$ cat src/rtl/addb_pipe.sv
// Two-stage ADPCM reconstructed-signal adder (SR = DQ + SE) with channel tag,
// valid/ready flow control and overflow counting; ADDB_PIPE_SAT_EN clamps SR.
module addb_pipe #(
    parameter int DQ_W  = 16,
    parameter int SE_W  = 15,
    parameter int SR_W  = 16,
    parameter int CH_W  = 5,
    parameter int CNT_W = 8
) (
    input  logic             clk,
    input  logic             reset_n,
    input  logic             in_valid,
    output logic             in_ready,
    input  logic [CH_W-1:0]  in_ch,
    input  logic [DQ_W-1:0]  dq,
    input  logic [SE_W-1:0]  se,
    output logic             out_valid,
    input  logic             out_ready,
    output logic [CH_W-1:0]  out_ch,
    output logic [SR_W-1:0]  sr,
    output logic             out_ovf,
    output logic [CNT_W-1:0] ovf_cnt,
    input  logic             cnt_clr
);

    localparam int SUM_W = ((DQ_W > SE_W) ? DQ_W : SE_W) + 1;
    localparam int EXT_W = ((SUM_W > SR_W) ? SUM_W : SR_W) + 1;

    logic                    s1_valid_q;
    logic [CH_W-1:0]         s1_ch_q;
    logic signed [SUM_W-1:0] s1_dqi_q;
    logic signed [SUM_W-1:0] s1_sei_q;

    logic                    s2_valid_q;
    logic [CH_W-1:0]         s2_ch_q;
    logic [SR_W-1:0]         s2_sr_q;
    logic                    s2_ovf_q;
    logic [CNT_W-1:0]        cnt_q;

    logic                    s2_load;
    logic                    in_fire;
    logic signed [SUM_W-1:0] mag_x;
    logic signed [SUM_W-1:0] dqi_d;
    logic signed [SUM_W-1:0] sei_d;
    logic signed [SUM_W-1:0] sum;
    logic signed [EXT_W-1:0] sum_x;
    logic [SR_W-1:0]         lo;
    logic                    ovf_d;
    logic [SR_W-1:0]         sr_d;

    assign s2_load  = !s2_valid_q || out_ready;
    assign in_ready = !s1_valid_q || s2_load;
    assign in_fire  = in_valid && in_ready;

    // Sign-magnitude to two's complement; negative zero naturally maps to 0.
    assign mag_x = {{(SUM_W-DQ_W+1){1'b0}}, dq[DQ_W-2:0]};
    assign dqi_d = dq[DQ_W-1] ? -mag_x : mag_x;
    assign sei_d = {{(SUM_W-SE_W){se[SE_W-1]}}, se};

    assign sum   = s1_dqi_q + s1_sei_q;
    assign sum_x = {{(EXT_W-SUM_W){sum[SUM_W-1]}}, sum};
    assign lo    = sum_x[SR_W-1:0];
    assign ovf_d = sum_x != {{(EXT_W-SR_W){lo[SR_W-1]}}, lo};

`ifdef ADDB_PIPE_SAT_EN
    assign sr_d = !ovf_d          ? lo :
                  sum_x[EXT_W-1]  ? {1'b1, {(SR_W-1){1'b0}}} :
                                    {1'b0, {(SR_W-1){1'b1}}};
`else
    assign sr_d = lo;
`endif

    always_ff @(posedge clk or negedge reset_n) begin
        if (!reset_n) begin
            s1_valid_q <= 1'b0;
            s1_ch_q    <= '0;
            s1_dqi_q   <= '0;
            s1_sei_q   <= '0;
        end else if (in_ready) begin
            s1_valid_q <= in_valid;
            if (in_fire) begin
                s1_ch_q  <= in_ch;
                s1_dqi_q <= dqi_d;
                s1_sei_q <= sei_d;
            end
        end
    end

    always_ff @(posedge clk or negedge reset_n) begin
        if (!reset_n) begin
            s2_valid_q <= 1'b0;
            s2_ch_q    <= '0;
            s2_sr_q    <= '0;
            s2_ovf_q   <= 1'b0;
        end else if (s2_load) begin
            s2_valid_q <= s1_valid_q;
            if (s1_valid_q) begin
                s2_ch_q  <= s1_ch_q;
                s2_sr_q  <= sr_d;
                s2_ovf_q <= ovf_d;
            end
        end
    end

    // Clear has priority over a same-cycle increment.
    always_ff @(posedge clk or negedge reset_n) begin
        if (!reset_n) begin
            cnt_q <= '0;
        end else if (cnt_clr) begin
            cnt_q <= '0;
        end else if (s2_load && s1_valid_q && ovf_d && (cnt_q != '1)) begin
            cnt_q <= cnt_q + 1'b1;
        end
    end

    assign out_valid = s2_valid_q;
    assign out_ch    = s2_ch_q;
    assign sr        = s2_sr_q;
    assign out_ovf   = s2_ovf_q;
    assign ovf_cnt   = cnt_q;

endmodule

$ cat config.mk
export PLATFORM = sky130hd
export DESIGN_NAME = addb_pipe
export DESIGN_NICKNAME = d
export VERILOG_FILES = /design/src/rtl/addb_pipe.sv
export SDC_FILE = /design/constraint.sdc
export NUM_CORES = 1
export LEC_CHECK = 0
export CAP_MARGIN = 0
export CORE_MARGIN = 5
export CORE_UTILIZATION = 54
export CTS_BUF_LIST = sky130_fd_sc_hd__clkbuf_8
export DETAILED_ROUTE_END_ITERATION = 7
export MAX_ROUTING_LAYER = met4
export PLACE_DENSITY = 0.79
export REMOVE_ABC_BUFFERS = 1
export SLEW_MARGIN = 30
export SYNTH_ARGS = -nofsm -noshare
export SYNTH_HDL_FRONTEND = slang
export SYNTH_SLANG_ARGS = --single-unit
$ cat constraint.sdc
create_clock -name clk -period 3.3 [get_ports clk]
set_input_delay 0.66 -clock clk [delete_from_list [all_inputs] [get_ports clk]]
set_output_delay 0.66 -clock clk [all_outputs]
set_load 0.005 [all_outputs]
==> impl_metrics.ini <==
[logic_synthesis]
yosys.area.top_type = dfrtp_1
synth-edff-count = 0
synth_seq_cells = 69
netlist_instances = 358
synth.distinct_cells = 47
yosys-top-cells-count = dfrtp_1 (69), nand2_1 (46), o21ai_0 (38)
syn_avg_cell_area_sq_um = 10.4
yosys-top-cells-area = dfrtp_1 (46%), mux2_2 (8.2%), ha_1 (6.0%), o21ai_0 (5.1%), nand2_1 (4.6%)
synth_top_area_share_pct = 46.3
syn_area_sq_mm = 0.00373
synthFlopType = dfrtp_1
yosysMostFrequentCell = dfrtp_1
async_flop_share_pct = 100
yosysWarningCount = 0
seq_area_frac_synth_pct = 46.3

[power]
p_leak_nw = 2.10
ir_drop_v = 0.000357
p_per_area_mw_per_mm2 = 632

[clock_tree]
cts_resized = 0
clock_latency_ps = 330
post_cts_buffers = 0
postCtsHoldBufs = 0
cts_sinks = 69
path_clk_slew_ps = 70
h-tree-depth = 3
clock_path_buffers = 2
cts_inserted_buffers = 9
cts_tree = built
cts_root_buf = clkbuf_8

[drt]
avgRoutedWirePerCell_microns = 14.0
wl_microns = 7300
dr.pass1.iters = 4
drt_iter0_markers = 134
vias = 2847
drcViolationCount = 0
viasPerCell = 5.46
ant_nets = 0

[final_layout]
n_antenna_cell = 0
nNetsFinal = 496
fillCellCount = 511
drive_gt1_share_pct = 14.5
area_delta_synth_final_pct = 29.7
final_core_util_pct = 71.6
multiInputGateArea_sq_mm = 0.00198
regArea_sq_mm = 0.00173

[setup_path]
cp.arrival_ps = 3350
cp_cell_sequence = ha_1, fa_1, a21o_1, a221oi_4, a21oi_2, a41oi_1, xnor2_1, xnor2_2, nor4_2, mux2_1
start_kind = register
crit_slowest_cell = fa_1
cp_max_fo = 9
cpPeakStageDelay_ps = 410
critPathRequiredTime_ps = 3520
endpoint_kind = register
crit_type = reg -> reg

[timing]
rsz0062_at_grt = yes
finalSetupViolations = 0
postLayoutSetupSlackWorst_ps = 163
max_freq_mhz = 319
hold_violations = 0
slew_viol_final = 0
whs_ps = 300
fin_worst_skew_ps = 8.48
fin_crit_sh_pct = 95.1
layout_min_cycle_time_ps = 3140
relSlewSlack_pct = 60.4
tightest_slew_ps = 592

[placement]
gp_routability_congestion = 0.864
hpwl_microns = 5510
pre_cts_ws_ps = 160
port_buffers = 72

[floorplanning]
fp.coreArea_sq_mm = 0.00676
die_h_microns = 93.1
die_width_microns = 93.1
initial_core_util_pct = 55.2
die-area_sq_mm = 0.00866
ios = 73
rows = 30

[grt]
first_global_vias = 2795
antenna_found_initial = 0
grtUsageTotal_pct = 18.4
grt_overflow = 0
grt_pass1_wl_microns = 12500
grt_max_degree = 70

[run]
max_cap_viol_count = 0

[min_path]
hold_class = in -> async

[status]
status = finished clean
==> critical path, delay by kind of cell (launching register included) <==
kind                     cells  cell delay, ps
AO/OA/AOI/OAI                4             900
XOR/XNOR                     2             400
adder cells (fa/ha/maj)      2             660
flip-flops                   1             390
multiplexers                 1             350
AND/OR/NAND/NOR              1             330
==> area by class of cell <==
cell class / count / share of cell area [%]
Tap cell: 80 / 2.07
Timing Repair Buffer: 78 / 16.0
Multi-Input combinational cell: 273 / 40.9
Inverter: 5 / 0.388
Clock buffer: 9 / 2.56
Sequential cell: 69 / 35.7
Clock inverter: 7 / 2.35
==> metrics by stage <==
| step | std cells | area (sq um) | power [mW] | TNS (ps) |
|---|---|---|---|---|
| finish | 521 | 4840 | 3.05 | 0 |
| detailed placement | 504 | 4540 | 2.25 | 0 |
| global route | 521 | 4840 | 3.27 | -6.22 |
| floorplan | 347 | 3690 | 1.78 | 0 |
| global placement | 504 | 4540 | 2.22 | 0 |
| CTS | 520 | 4780 | 3.06 | 0 |
==> state kept, by name, summed over array words and instances, names as in the netlist <==
name	flops
out_ch	5
out_ovf	1
out_valid	1
ovf_cnt	8
s1_ch_q	5
s1_dqi_q	17
s1_sei_q	15
s1_valid_q	1
sr	16
==> cells in the final DEF, fill, tap and decap left out, types with 3 or more instances in the layout <==
master,Yosys,final
a21o_1,4,4
a21oi_1,10,10
and3_1,3,3
buf_4,0,5
bufinv_16,0,3
clkbuf_8,0,9
clkdlybuf4s50_1,0,71
clkinv_2,0,3
dfrtp_1,69,69
ha_1,18,18
inv_1,5,5
mux2_1,6,6
mux2_2,27,27
nand2_1,46,45
nand2b_1,6,6
nand3_1,9,9
nor2_1,17,17
nor2b_1,8,8
nor3_1,5,5
nor4_2,0,4
o21a_1,3,3
o21ai_0,38,38
o31ai_1,8,8
xnor2_1,9,9
xor2_1,17,17
==> power breakdown <==
group / total [mW] / switching [mW] / internal [mW]
Clock: 0.801 / 0.302 / 0.499
Sequential: 1.16 / 0.123 / 1.04
Combinational: 1.09 / 0.499 / 0.594
Total: 3.05 / 0.924 / 2.13
==> routing by layer <==
metal  wire length, microns  vias up  global-route usage [%]  share of wire (%)
met5                      0        -                       -                  0
met4                     80        0                    8.55                1.1
met3                    321        6                    2.90                4.4
li1                       -     1445                       -                  -
met1                   3420     1329                    23.6                 47
met2                   3470       67                    29.0                 48
==> worst paths after layout <==
| check | from | end | slack [ps] | cells after the start |
|---|---|---|---|---|
| max reg2reg | s1_dqi_q[0]$_DFFE_PN0P_ | ovf_cnt[7]$_DFFE_PN0P_ | 160 | 10 |
| min in group clk | sr[5]$_DFFE_PN0P_ | sr[5]$_DFFE_PN0P_ | 480 | 2 |
| max in group asynchronous | reset_n | s1_sei_q[7]$_DFFE_PN0P_ | 2470 | 3 |
| min reg2reg | sr[5]$_DFFE_PN0P_ | sr[5]$_DFFE_PN0P_ | 480 | 2 |
| min | reset_n | s1_sei_q[4]$_DFFE_PN0P_ | 300 | 2 |
| max | s1_dqi_q[0]$_DFFE_PN0P_ | ovf_cnt[7]$_DFFE_PN0P_ | 160 | 10 |
==> cells by family after synthesis <==
logic type | count (synthesis) | share of synthesized area [%]
XOR/XNOR | 27 | 6.55
flip-flops | 69 | 46.3
buffers and inverters | 16 | 1.61
AO/OA/AOI/OAI | 86 | 15.1
AND/OR/NAND/NOR | 106 | 13.3
multiplexers | 35 | 10.5
adder cells (fa/ha/maj) | 19 | 6.58
Note: power is estimated with default switching activity, not from simulation.
